<file path="config.mk">
export PLATFORM = sky130hd
export DESIGN_NAME = iter_alu
export DESIGN_NICKNAME = d
export VERILOG_FILES = /design/src/rtl/iter_alu_pkg.sv /design/src/rtl/iter_alu_muldiv.sv /design/src/rtl/iter_alu.sv
export SDC_FILE = /design/constraint.sdc
export NUM_CORES = 1
export LEC_CHECK = 0
export BUFFER_PORTS_ARGS = -buffer_cell sky130_fd_sc_hd__buf_2
export CAP_MARGIN = 0
export CORE_MARGIN = 3
export CORE_UTILIZATION = 63
export CTS_CLUSTER_SIZE = 24
export DETAILED_ROUTE_END_ITERATION = 6
export PLACE_DENSITY = 0.84
export SLEW_MARGIN = 20
export SYNTH_ARGS = -nofsm -noshare
export SYNTH_HDL_FRONTEND = slang
export SYNTH_SLANG_ARGS = --single-unit
</file>
<file path="constraint.sdc">
create_clock -name clk -period 2.3 [get_ports clk]
set_clock_uncertainty 0.2 [all_clocks]
set_input_delay 0.23 -clock clk [delete_from_list [all_inputs] [get_ports clk]]
set_output_delay 0.23 -clock clk [all_outputs]
set_load 0.02 [all_outputs]
</file>
<file path="src/rtl/iter_alu_pkg.sv">
// Shared definitions for the iterative ALU: opcode encodings, FSM states and
// default widths. Imported by iter_alu and iter_alu_muldiv.
package iter_alu_pkg;

    localparam int unsigned XLEN_DEFAULT = 32;
    localparam int unsigned OPW_DEFAULT  = 4;

    localparam logic [3:0] OP_AND  = 4'b0000;
    localparam logic [3:0] OP_OR   = 4'b0001;
    localparam logic [3:0] OP_ADD  = 4'b0010;
    localparam logic [3:0] OP_XOR  = 4'b0011;
    localparam logic [3:0] OP_SLL  = 4'b0100;
    localparam logic [3:0] OP_SRL  = 4'b0101;
    localparam logic [3:0] OP_SUB  = 4'b0110;
    localparam logic [3:0] OP_SLT  = 4'b0111;
    localparam logic [3:0] OP_MUL  = 4'b1000;
    localparam logic [3:0] OP_DIVU = 4'b1001;
    localparam logic [3:0] OP_REMU = 4'b1010;

    typedef enum logic [1:0] {
        StIdle = 2'd0,
        StCalc = 2'd1,
        StDone = 2'd2
    } state_e;

endpackage

</file>
<file path="src/rtl/iter_alu_muldiv.sv">
// Iterative multiply / unsigned divide engine. One bit per cycle for exactly
// XLEN cycles after start: shift-add multiply (low XLEN bits) and restoring
// division. `done` is high during the final step, and `res` then carries the
// value produced by that step so the caller can register it on the same edge.
module iter_alu_muldiv
    import iter_alu_pkg::*;
#(
    parameter int unsigned XLEN = XLEN_DEFAULT,
    parameter int unsigned OPW  = OPW_DEFAULT
) (
    input  logic            clk,
    input  logic            rst_n,
    input  logic            start,
    input  logic [OPW-1:0]  op,
    input  logic [XLEN-1:0] a,
    input  logic [XLEN-1:0] b,
    output logic            done,
    output logic [XLEN-1:0] res
);

    localparam int unsigned CW = $clog2(XLEN);

    logic            busy_q;
    logic [CW-1:0]   cnt_q;
    logic            is_mul_q;
    logic            is_rem_q;
    // mul: acc = partial product, x = multiplier, y = multiplicand
    // div: rem = partial remainder, x = dividend/quotient, y = divisor
    logic [XLEN-1:0] acc_q, acc_d;
    logic [XLEN-1:0] rem_q, rem_d;
    logic [XLEN-1:0] x_q, x_d;
    logic [XLEN-1:0] y_q, y_d;

    logic [XLEN:0]   shifted;
    logic            ge;

    // One iteration step of whichever operation is loaded.
    always_comb begin
        shifted = {rem_q, x_q[XLEN-1]};
        ge      = (shifted >= {1'b0, y_q});
        acc_d   = acc_q + (x_q[0] ? y_q : '0);
        // Remainder always fits XLEN bits, so the subtraction may drop the top bit.
        rem_d   = ge ? (shifted[XLEN-1:0] - y_q) : shifted[XLEN-1:0];
        if (is_mul_q) begin
            x_d = x_q >> 1;
            y_d = y_q << 1;
        end else begin
            x_d = {x_q[XLEN-2:0], ge};
            y_d = y_q;
        end
    end

    // Final-step result select and completion flag.
    always_comb begin
        done = busy_q && (cnt_q == CW'(XLEN - 1));
        if (is_mul_q) begin
            res = acc_d;
        end else if (is_rem_q) begin
            res = rem_d;
        end else begin
            res = x_d;
        end
    end

    // Operand load on start, then one step per cycle while busy.
    always_ff @(posedge clk or negedge rst_n) begin
        if (!rst_n) begin
            busy_q   <= 1'b0;
            cnt_q    <= '0;
            is_mul_q <= 1'b0;
            is_rem_q <= 1'b0;
            acc_q    <= '0;
            rem_q    <= '0;
            x_q      <= '0;
            y_q      <= '0;
        end else if (start) begin
            busy_q   <= 1'b1;
            cnt_q    <= '0;
            is_mul_q <= (op == OPW'(OP_MUL));
            is_rem_q <= (op == OPW'(OP_REMU));
            acc_q    <= '0;
            rem_q    <= '0;
            x_q      <= (op == OPW'(OP_MUL)) ? b : a;
            y_q      <= (op == OPW'(OP_MUL)) ? a : b;
        end else if (busy_q) begin
            cnt_q <= cnt_q + CW'(1);
            acc_q <= acc_d;
            rem_q <= rem_d;
            x_q   <= x_d;
            y_q   <= y_d;
            if (done) begin
                busy_q <= 1'b0;
            end
        end
    end

endmodule

</file>
<file path="src/rtl/iter_alu.sv">
// Iterative ALU top: single-cycle logic/arith ops plus, when the macro
// ITER_ALU_MULDIV_EN is defined, XLEN-cycle MUL/DIVU/REMU via
// iter_alu_muldiv. Without the macro those opcodes decode as unknown (0).
// Valid/ready handshake on both sides; one operation in flight at a time.
module iter_alu
    import iter_alu_pkg::*;
#(
    parameter int unsigned XLEN = XLEN_DEFAULT,
    parameter int unsigned OPW  = OPW_DEFAULT
) (
    input  logic            clk,
    input  logic            rst_n,
    input  logic            in_valid,
    output logic            in_ready,
    input  logic [OPW-1:0]  op,
    input  logic [XLEN-1:0] a,
    input  logic [XLEN-1:0] b,
    output logic            out_valid,
    input  logic            out_ready,
    output logic [XLEN-1:0] result,
    output logic            zero
);

    localparam int unsigned SHW = $clog2(XLEN);

    state_e          state_q, state_d;
    logic [XLEN-1:0] result_q, result_d;
    logic            zero_q, zero_d;
    logic [XLEN-1:0] alu_res;

`ifdef ITER_ALU_MULDIV_EN
    logic            is_iter;
    logic            md_start;
    logic            md_done;
    logic [XLEN-1:0] md_res;

    assign is_iter = (op == OPW'(OP_MUL)) || (op == OPW'(OP_DIVU)) || (op == OPW'(OP_REMU));

    iter_alu_muldiv #(
        .XLEN (XLEN),
        .OPW  (OPW)
    ) u_muldiv (
        .clk   (clk),
        .rst_n (rst_n),
        .start (md_start),
        .op    (op),
        .a     (a),
        .b     (b),
        .done  (md_done),
        .res   (md_res)
    );
`endif

    // Single-cycle datapath on the live request inputs.
    always_comb begin
        alu_res = '0;
        case (op)
            OPW'(OP_AND): alu_res = a & b;
            OPW'(OP_OR):  alu_res = a | b;
            OPW'(OP_ADD): alu_res = a + b;
            OPW'(OP_XOR): alu_res = a ^ b;
            OPW'(OP_SLL): alu_res = a << b[SHW-1:0];
            OPW'(OP_SRL): alu_res = a >> b[SHW-1:0];
            OPW'(OP_SUB): alu_res = a - b;
            OPW'(OP_SLT): alu_res = {{(XLEN-1){1'b0}}, ($signed(a) < $signed(b))};
            default:      alu_res = '0;
        endcase
    end

    // Next-state, result capture and engine start.
    always_comb begin
        state_d  = state_q;
        result_d = result_q;
        zero_d   = zero_q;
`ifdef ITER_ALU_MULDIV_EN
        md_start = 1'b0;
`endif
        case (state_q)
            StIdle: begin
                if (in_valid) begin
`ifdef ITER_ALU_MULDIV_EN
                    if (is_iter) begin
                        md_start = 1'b1;
                        state_d  = StCalc;
                    end else
`endif
                    begin
                        result_d = alu_res;
                        zero_d   = (alu_res == '0);
                        state_d  = StDone;
                    end
                end
            end
`ifdef ITER_ALU_MULDIV_EN
            StCalc: begin
                if (md_done) begin
                    result_d = md_res;
                    zero_d   = (md_res == '0);
                    state_d  = StDone;
                end
            end
`endif
            StDone: begin
                if (out_ready) begin
                    state_d = StIdle;
                end
            end
            default: state_d = StIdle;
        endcase
    end

    // State and registered result; reset clears any operation in flight.
    always_ff @(posedge clk or negedge rst_n) begin
        if (!rst_n) begin
            state_q  <= StIdle;
            result_q <= '0;
            zero_q   <= 1'b1;
        end else begin
            state_q  <= state_d;
            result_q <= result_d;
            zero_q   <= zero_d;
        end
    end

    assign in_ready  = (state_q == StIdle);
    assign out_valid = (state_q == StDone);
    assign result    = result_q;
    assign zero      = zero_q;

endmodule
</file>
==> results_tabular.tex, run 1 <==
\begin{tabular}{lr}
\hline
Metric & Value \\
\hline
\multicolumn{2}{l}{\textbf{Outcome}} \\
Outcome & did not finish \\
Stop stage & clock tree synthesis \\
First reported error & [ERROR DPL-0038] Utilization greater than 100\%, impossible to legalize \\
\multicolumn{2}{l}{\textbf{Placed design}} \\
Pre-CTS setup slack & -1597 ps \\
Post-place instance area & 15670 µm² \\
Final HPWL DP & 54.96 mm \\
IO Port Bufs & 106 \\
GP Congestion & 1.398 \\
\multicolumn{2}{l}{\textbf{Synthesis}} \\
Synth Area per Inst & 7.266 µm² \\
Share of the synthesized netlist area taken by xor and xnor gates & 1.489\% \\
Post-synthesis async set-or-reset flop share & 100.0\% \\
Post-synthesis share of cell area spent on and, or, nand and nor gates & 20.60\% \\
Sequential share of the synthesized area & 8.049\% \\
Count of state elements after synthesis & 34 \\
Main synth FF type & sky130\_fd\_sc\_hd\_\_dfrtp\_1 \\
Area share of fa/ha/maj cells after synthesis & 12.08\% \\
Fraction of the mapped netlist area in compound gates & 31.15\% \\
Synthesized net count & 1630 \\
Post-synthesis instance total & 1457 \\
Number of distinct standard cells referenced by the synthesized netlist & 90 \\
Largest family of logic cells by synthesized area & compound AO/OA/AOI/OAI gates \\
Mapped cell area & 10590 µm² \\
Number of enable flip-flop cells after synthesis & 0 \\
Yosys warning total & 0 \\
Mux cell area share after synthesis & 18.25\% \\
\multicolumn{2}{l}{\textbf{Clock network}} \\
Number of CTS-inserted buffers & 5 \\
CTS Hold Buffers Added & 2 \\
Cts repair resizes & 439 \\
Number of buffers inserted to repair setup after CTS & 94 \\
H-tree depth & 2 \\
Clk sink count & 34 \\
Cell at the root of the clock tree & sky130\_fd\_sc\_hd\_\_clkbuf\_16 \\
Maximum count of clock buffers along a single path & 2 \\
\multicolumn{2}{l}{\textbf{Die}} \\
Row count & 46 \\
Top-level port count & 107 \\
Initial core utilization & 65.46\% \\
Die Y-Extent & 135.6 µm \\
Die width & 135.6 µm \\
\hline
\end{tabular}
cells in the mapped netlist (all sizes together) (9+ instances only):
master	instances	area [µm²]
a211oi	28	220.2
a21o	12	90.09
a21oi	106	530.5
a221o	9	90.09
a221oi	14	122.6
a22oi	22	165.2
a31oi	13	81.33
and2	9	56.30
buf	43	264.0
clkbuf	62	232.7
dfrtp	33	825.8
ha	99	1239
inv	103	386.6
mux2	35	412.9
mux2i	74	753.2
mux4	34	765.7
nand2	163	611.8
nand2b	17	106.4
nand3	30	150.1
nand4	14	87.58
nor2	121	454.2
nor2b	27	168.9
nor3	39	195.2
nor4	12	81.33
o211ai	29	217.7
o21ai	99	499.2
o21bai	14	105.1
o22ai	33	212.7
o31ai	12	90.09
xnor2	12	105.1
through the flow:
stage	instances	TNS [ps]
global placement	2246	-26720
floorplan	1457	-11770
detailed placement	2246	-34060
cell families after synthesis:
family                   count (synthesis)
multiplexers                           143
XOR/XNOR                                18
adder cells (fa/ha/maj)                101
buffers and inverters                  209
AO/OA/AOI/OAI                          483
flip-flops                              34
AND/OR/NAND/NOR                        469
==> run 2: changes to the inputs <==
--- a/config.mk
+++ b/config.mk
@@ -8,10 +8,9 @@
 export BUFFER_PORTS_ARGS = -buffer_cell sky130_fd_sc_hd__buf_2
 export CAP_MARGIN = 0
 export CORE_MARGIN = 3
-export CORE_UTILIZATION = 63
-export CTS_CLUSTER_SIZE = 24
+export CORE_UTILIZATION = 40
 export DETAILED_ROUTE_END_ITERATION = 6
-export PLACE_DENSITY = 0.84
+export PLACE_DENSITY_LB_ADDON = 0.15
 export SLEW_MARGIN = 20
 export SYNTH_ARGS = -nofsm -noshare
 export SYNTH_HDL_FRONTEND = slang
==> run 2 against run 1 <==
The flow now finishes, with violations (setup timing); synthesized cell count stayed put; area after synthesis unchanged.
==> results_tabular.tex, run 2 <==
\begin{tabular}{lr}
\hline
Metric & Value \\
\hline
\multicolumn{2}{l}{\textbf{Worst setup path}} \\
Startpoint type of the worst setup path & primary input \\
Largest fanout on the critical path & 7 \\
Reg-to-reg setup timing slack & -210 ps \\
Crit path capture type & register \\
Path depth of the worst reg2reg path & 11 \\
Required time of the critical path & 2280 ps \\
FF-to-FF Start & state\_q[1] \\
Data arrival, critical path & 3380 ps \\
Capturing point of the worst reg2reg path & zero \\
Worst setup path class & primary input to register \\
\multicolumn{2}{l}{\textbf{Synthesis}} \\
Yosys warning total & 0 (unchanged) \\
Number of enable flip-flop cells after synthesis & 0 (unchanged) \\
Portion of synthesized cell area occupied by the leading cell type & 11.70\% (unchanged) \\
Top cells by instance count after synthesis & 163 x sky130\_fd\_sc\_hd\_\_nand2\_1, 121 x sky130\_fd\_sc\_hd\_\_nor2\_1, 106 x sky130\_fd\_sc\_hd\_\_a21oi\_1 \\
Most numerous cell in the Yosys netlist & sky130\_fd\_sc\_hd\_\_nand2\_1 \\
Mapped cell area & 10590 µm² (unchanged) \\
Main synth FF type & sky130\_fd\_sc\_hd\_\_dfrtp\_1 \\
Yosys top cell by area & sky130\_fd\_sc\_hd\_\_ha\_1 \\
Sequential share of the synthesized area & 8.049\% (unchanged) \\
Number of distinct standard cells referenced by the synthesized netlist & 90 (unchanged) \\
Synthesized net count & 1630 (unchanged) \\
Post-synthesis async set-or-reset flop share & 100.0\% (unchanged) \\
Synth area leaders & sky130\_fd\_sc\_hd\_\_ha\_1 12\%, sky130\_fd\_sc\_hd\_\_dfrtp\_1 7.8\%, sky130\_fd\_sc\_hd\_\_mux4\_2 7.2\%, sky130\_fd\_sc\_hd\_\_mux2i\_1 6.9\%, sky130\_fd\_sc\_hd\_\_nand2\_1 5.8\% \\
Synth Area per Inst & 7.266 µm² (unchanged) \\
Post-synthesis instance total & 1457 (unchanged) \\
Count of state elements after synthesis & 34 (unchanged) \\
\multicolumn{2}{l}{\textbf{Global routing}} \\
Number of global-route vias before repair & 15560 \\
Overall Global Routing Usage & 44.08\% \\
Antenna violations before repair & 3 \\
Maximum number of pins on one net before global-route repair & 45 \\
Global-route wire length before repair & 96.67 mm \\
Residual overflow from global routing & 0 \\
\multicolumn{2}{l}{\textbf{Power}} \\
Worst IR Drop VDD & 645.5 µV \\
Switching component of the power & 3.400 mW \\
Net Sw Frac & 45.90\% \\
P\_int & 4.007 mW \\
Reported leakage power & 9.122 nW \\
Pwr Density & 372.7 nW/µm² \\
Power, Total & 7.407 mW \\
Part of the power in the clock network & 11.9\% \\
Power share of the sequential group & 10.9\% \\
Part of the power in combinational logic & 77.2\% \\
\multicolumn{2}{l}{\textbf{Final layout}} \\
Max reg flops & 32 \\
Reg area & 852.1 µm² \\
Highest-count cells in the layout ignoring fill and taps & 643 x sky130\_fd\_sc\_hd\_\_buf\_4, 145 x sky130\_fd\_sc\_hd\_\_nand2\_1, 96 x sky130\_fd\_sc\_hd\_\_nor2\_1, 86 x sky130\_fd\_sc\_hd\_\_buf\_6, 84 x sky130\_fd\_sc\_hd\_\_buf\_2 \\
Multi-input logic area & 11140 µm² \\
Leading cell type in the layout, fill and taps excluded & sky130\_fd\_sc\_hd\_\_buf\_4 \\
Syn-to-layout area delta & 87.74\% \\
Post-Layout Cell Count & 2536 \\
Nets & 2377 \\
Fill cells & 1737 \\
Layout cell share with drive strength beyond 1 & 57.46\% \\
\multicolumn{2}{l}{\textbf{STA}} \\
Final critical-path share of the clock period & 147.8\% \\
Setup violation total in the final timing report & 32 \\
Fmax & 294.2 MHz \\
Transition time at the pin with the least slew margin & 747.2 ps \\
Final hold viol count & 0 \\
Post-route worst setup slack & -1099 ps \\
Final Max Slew Viols & 0 \\
Setup repair after global routing missed its margin & yes \\
Max-slew headroom at the worst pin & 50.19\% \\
Crit path time final & 3399 ps \\
\multicolumn{2}{l}{\textbf{Hold path}} \\
HP Start & result[29] \\
Class of the tightest hold or removal check & register to register \\
Capture endpoint of the worst hold path & result[29] \\
Number of cells on the worst hold path & 2 \\
\multicolumn{2}{l}{\textbf{Detailed routing}} \\
Overall routed net length & 69.81 mm \\
Router iterations before antenna repair & 6 \\
Iteration-0 DRC count of the detailed router & 2426 \\
DRC viols & 0 \\
WL per Instance & 27.53 µm \\
Post-route ant nets & 0 \\
Vias/cell & 6.541 \\
Overall via count from detail\_route & 16590 \\
\multicolumn{2}{l}{\textbf{Clock network}} \\
Number of CTS-inserted buffers & 5 (unchanged) \\
Cell at the root of the clock tree & sky130\_fd\_sc\_hd\_\_clkbuf\_16 \\
H-tree depth & 2 (unchanged) \\
Clk sink count & 34 (unchanged) \\
TritonCTS clock tree & built \\
Maximum count of clock buffers along a single path & 2 (unchanged) \\
Register clock-pin slew on the reported worst setup and hold paths & 60 ps \\
Insertion delay to the later sink of the worst-skew pair & 280 ps \\
\multicolumn{2}{l}{\textbf{Outcome}} \\
Violated checks & setup timing \\
Outcome & complete, but fails checks \\
\multicolumn{2}{l}{\textbf{Die}} \\
Die Y-Extent & 168.7 µm (+24\%) \\
Initial core utilization & 41.33\% (-24 points) \\
Die width & 168.7 µm (+24\%) \\
Std-Cell Core Area & 25620 µm² \\
Die area & 28450 µm² \\
Row count & 58 (+26\%) \\
Top-level port count & 107 (unchanged) \\
\multicolumn{2}{l}{\textbf{Placed design}} \\
Pre-CTS setup slack & -1556 ps (+40.90 ps) \\
GP Congestion & 1.080 (-23\%) \\
Final HPWL DP & 51.44 mm (-6.4\%) \\
IO Port Bufs & 106 (unchanged) \\
Count of placed standard cells including taps & 2429 (+8.1\%) \\
\multicolumn{2}{l}{\textbf{Run}} \\
Number of maximum-capacitance violations & 0 \\
\hline
\end{tabular}
run 2: cell counts after synthesis:
No cell type changed its count.
run 2: timing repair:
item                                   in CTS  in global routing
gates cloned                                1                  2
pin swaps                                 103                117
resized for setup                         371                238
endpoints found under the hold margin      34                  0
buffers inserted                           69                 49
hold buffers                                2                  0
setup endpoints to repair                  33                 33
run 2: cells by family after synthesis:
group	Yosys count	share of synthesized area, %
flip-flops	34	8.049
AO/OA/AOI/OAI	483	31.15
AND/OR/NAND/NOR	469	20.60
XOR/XNOR	18	1.489
buffers and inverters	209	8.380
multiplexers	143	18.25
adder cells (fa/ha/maj)	101	12.08
run 2: area by class of cell:
class                   instances  area share, %
diodes                          1        0.01259
clock buffers                   5         0.6295
clock inverters                 3         0.3462
inverters                     104          2.461
multi-input cells            1214          56.04
flip-flops and latches         34          4.287
well taps                     330          2.077
repair buffers                845          34.15
run 2: power by group through the flow:
stage	clock network (mW)	registers [mW]	logic (mW)
after floorplan	0	0.963	1.89
after global placement	0	0.805	4.28
after detailed placement	0	0.806	4.32
after CTS	0.888	0.800	4.97
after global routing	0.914	0.817	5.92
final	0.885	0.806	5.72
run 2: how the worst max path moves through the flow:
stage	cells after the start	startpoint	end	slack [ps]
after floorplan	16	b[1]	zero	-1040
after global placement	15	a[9]	zero	-1500
after detailed placement	15	a[8]	zero	-1560
after CTS	17	a[0]	zero	-970
after global routing	15	b[0]	zero	-1180
final	15	b[0]	zero	-1100
run 2: layer usage:
| metal | vias up | global-route usage [%] | wire length (µm) |
|---|---|---|---|
| met5 | - | 0 | 13 |
| met4 | 2 | 15.47 | 4397 |
| met3 | 351 | 10.32 | 9624 |
| met2 | 1469 | 66.93 | 29510 |
| met1 | 7831 | 61.30 | 26270 |
| li1 | 6936 | - | - |
run 2: per-stage QoR:
stage / hold slack [ps] / cell area [µm²] / setup TNS [ps] / util [%]
finish: 268.4 / 19880 / -17380 / 77.59
global route: 292.3 / 19870 / -18690 / 77.58
CTS: 275.5 / 18580 / -14380 / 72.52
detailed placement: 132.8 / 16320 / -33060 / 63.71
global placement: 120.6 / 16320 / -32120 / 63.71
floorplan: -265.6 / 11060 / -11770 / -
run 2: critical path: stages:
cell                        delay [ps]
sky130_fd_sc_hd__buf_12            130
sky130_fd_sc_hd__buf_12            140
sky130_fd_sc_hd__buf_12            140
sky130_fd_sc_hd__mux2_4            300
sky130_fd_sc_hd__mux4_2            540
sky130_fd_sc_hd__buf_6             150
sky130_fd_sc_hd__o211a_4           240
sky130_fd_sc_hd__a2111oi_4         250
sky130_fd_sc_hd__o21ai_2           190
sky130_fd_sc_hd__nor4_2            190
sky130_fd_sc_hd__nand3_1           130
sky130_fd_sc_hd__nor2_1            110
sky130_fd_sc_hd__and4_1            210
sky130_fd_sc_hd__nand4_1           110
sky130_fd_sc_hd__o41ai_2           300
No activity file was read; power rests on OpenSTA's default activity.
==> run 3: changes to the inputs <==
--- a/config.mk
+++ b/config.mk
@@ -8,7 +8,7 @@
 export BUFFER_PORTS_ARGS = -buffer_cell sky130_fd_sc_hd__buf_2
 export CAP_MARGIN = 0
 export CORE_MARGIN = 3
-export CORE_UTILIZATION = 40
+export CORE_UTILIZATION = 50
 export DETAILED_ROUTE_END_ITERATION = 6
 export PLACE_DENSITY_LB_ADDON = 0.15
 export SLEW_MARGIN = 20
==> run 3 against run 2 <==
The run now fails in global routing; synthesized cell count unchanged; area after synthesis unchanged.
==> results_tabular.tex, run 3 <==
\begin{tabular}{lr}
\hline
Metric & Value \\
\hline
\multicolumn{2}{l}{\textbf{Outcome}} \\
Outcome & did not finish \\
Stop stage & global routing \\
First reported error & [ERROR GRT-0116] Global routing finished with congestion. Check the congestion regions in the DRC Viewer. \\
\multicolumn{2}{l}{\textbf{Synthesis}} \\
Number of enable flip-flop cells after synthesis & 0 (unchanged) \\
Post-synthesis async set-or-reset flop share & 100.0\% (unchanged) \\
Yosys warning total & 0 (unchanged) \\
Count of state elements after synthesis & 34 (unchanged) \\
Synthesized net count & 1630 (unchanged) \\
Portion of synthesized cell area occupied by the leading cell type & 11.70\% (unchanged) \\
Synth area leaders & sky130\_fd\_sc\_hd\_\_ha\_1 12\%, sky130\_fd\_sc\_hd\_\_dfrtp\_1 7.8\%, sky130\_fd\_sc\_hd\_\_mux4\_2 7.2\%, sky130\_fd\_sc\_hd\_\_mux2i\_1 6.9\%, sky130\_fd\_sc\_hd\_\_nand2\_1 5.8\% \\
Synth Area per Inst & 7.266 µm² (unchanged) \\
Most numerous cell in the Yosys netlist & sky130\_fd\_sc\_hd\_\_nand2\_1 \\
Number of distinct standard cells referenced by the synthesized netlist & 90 (unchanged) \\
Top cells by instance count after synthesis & 163 x sky130\_fd\_sc\_hd\_\_nand2\_1, 121 x sky130\_fd\_sc\_hd\_\_nor2\_1, 106 x sky130\_fd\_sc\_hd\_\_a21oi\_1 \\
Yosys top cell by area & sky130\_fd\_sc\_hd\_\_ha\_1 \\
Main synth FF type & sky130\_fd\_sc\_hd\_\_dfrtp\_1 \\
Post-synthesis instance total & 1457 (unchanged) \\
Mapped cell area & 10590 µm² (unchanged) \\
Sequential share of the synthesized area & 8.049\% (unchanged) \\
\multicolumn{2}{l}{\textbf{Global routing}} \\
Maximum number of pins on one net before global-route repair & 50 \\
Global-route wire length before repair & 116.1 mm \\
Residual overflow from global routing & 8 \\
Overall Global Routing Usage & 67.08\% \\
Number of global-route vias before repair & 19020 \\
\multicolumn{2}{l}{\textbf{Placed design}} \\
GP Congestion & 1.175 (+8.8\%) \\
Final HPWL DP & 47.70 mm (-7.3\%) \\
Pre-CTS setup slack & -1585 ps (-29.04 ps) \\
IO Port Bufs & 106 (unchanged) \\
\multicolumn{2}{l}{\textbf{Die}} \\
Die width & 151.5 µm (-10\%) \\
Top-level port count & 107 (unchanged) \\
Row count & 52 (-10\%) \\
Die Y-Extent & 151.5 µm (-10\%) \\
Initial core utilization & 51.65\% (+10 points) \\
\multicolumn{2}{l}{\textbf{Clock network}} \\
Number of CTS-inserted buffers & 5 (unchanged) \\
Clk sink count & 34 (unchanged) \\
Maximum count of clock buffers along a single path & 2 (unchanged) \\
Cell at the root of the clock tree & sky130\_fd\_sc\_hd\_\_clkbuf\_16 \\
H-tree depth & 2 (unchanged) \\
\hline
\end{tabular}
-- run 3: cell counts after synthesis --
No cell type changed its count.
-- run 3: cells by family after synthesis --
family / share of synthesized area (%)
and+or+nand+nor: 20.60
DFF: 8.049
AOI/OAI and AO/OA: 31.15
adders and majority gates: 12.08
xor gates and xnor gates: 1.489
muxes: 18.25
buffers and inverters: 8.380
-- run 3: per-layer routing --
metal / GRT overflow / global-route usage, %
met2: 2 / 84.57
met3: 0 / 50.00
met1: 0 / 70.73
met5: 0 / 19.55
met4: 6 / 58.04
-- run 3: stage by stage --
step / instances / instance area [µm²]
after floorplan: 1457 / 11060
after global placement: 2315 / 15940
after detailed placement: 2315 / 15940
after CTS: 2389 / 18340
-- run 3: repair_timing --
action,CTS
endpoints found under the setup margin,33
gates resized for setup,405
hold endpoints to repair,34
pin swaps,126
hold buffers,2
setup buffers,76
gates cloned,1
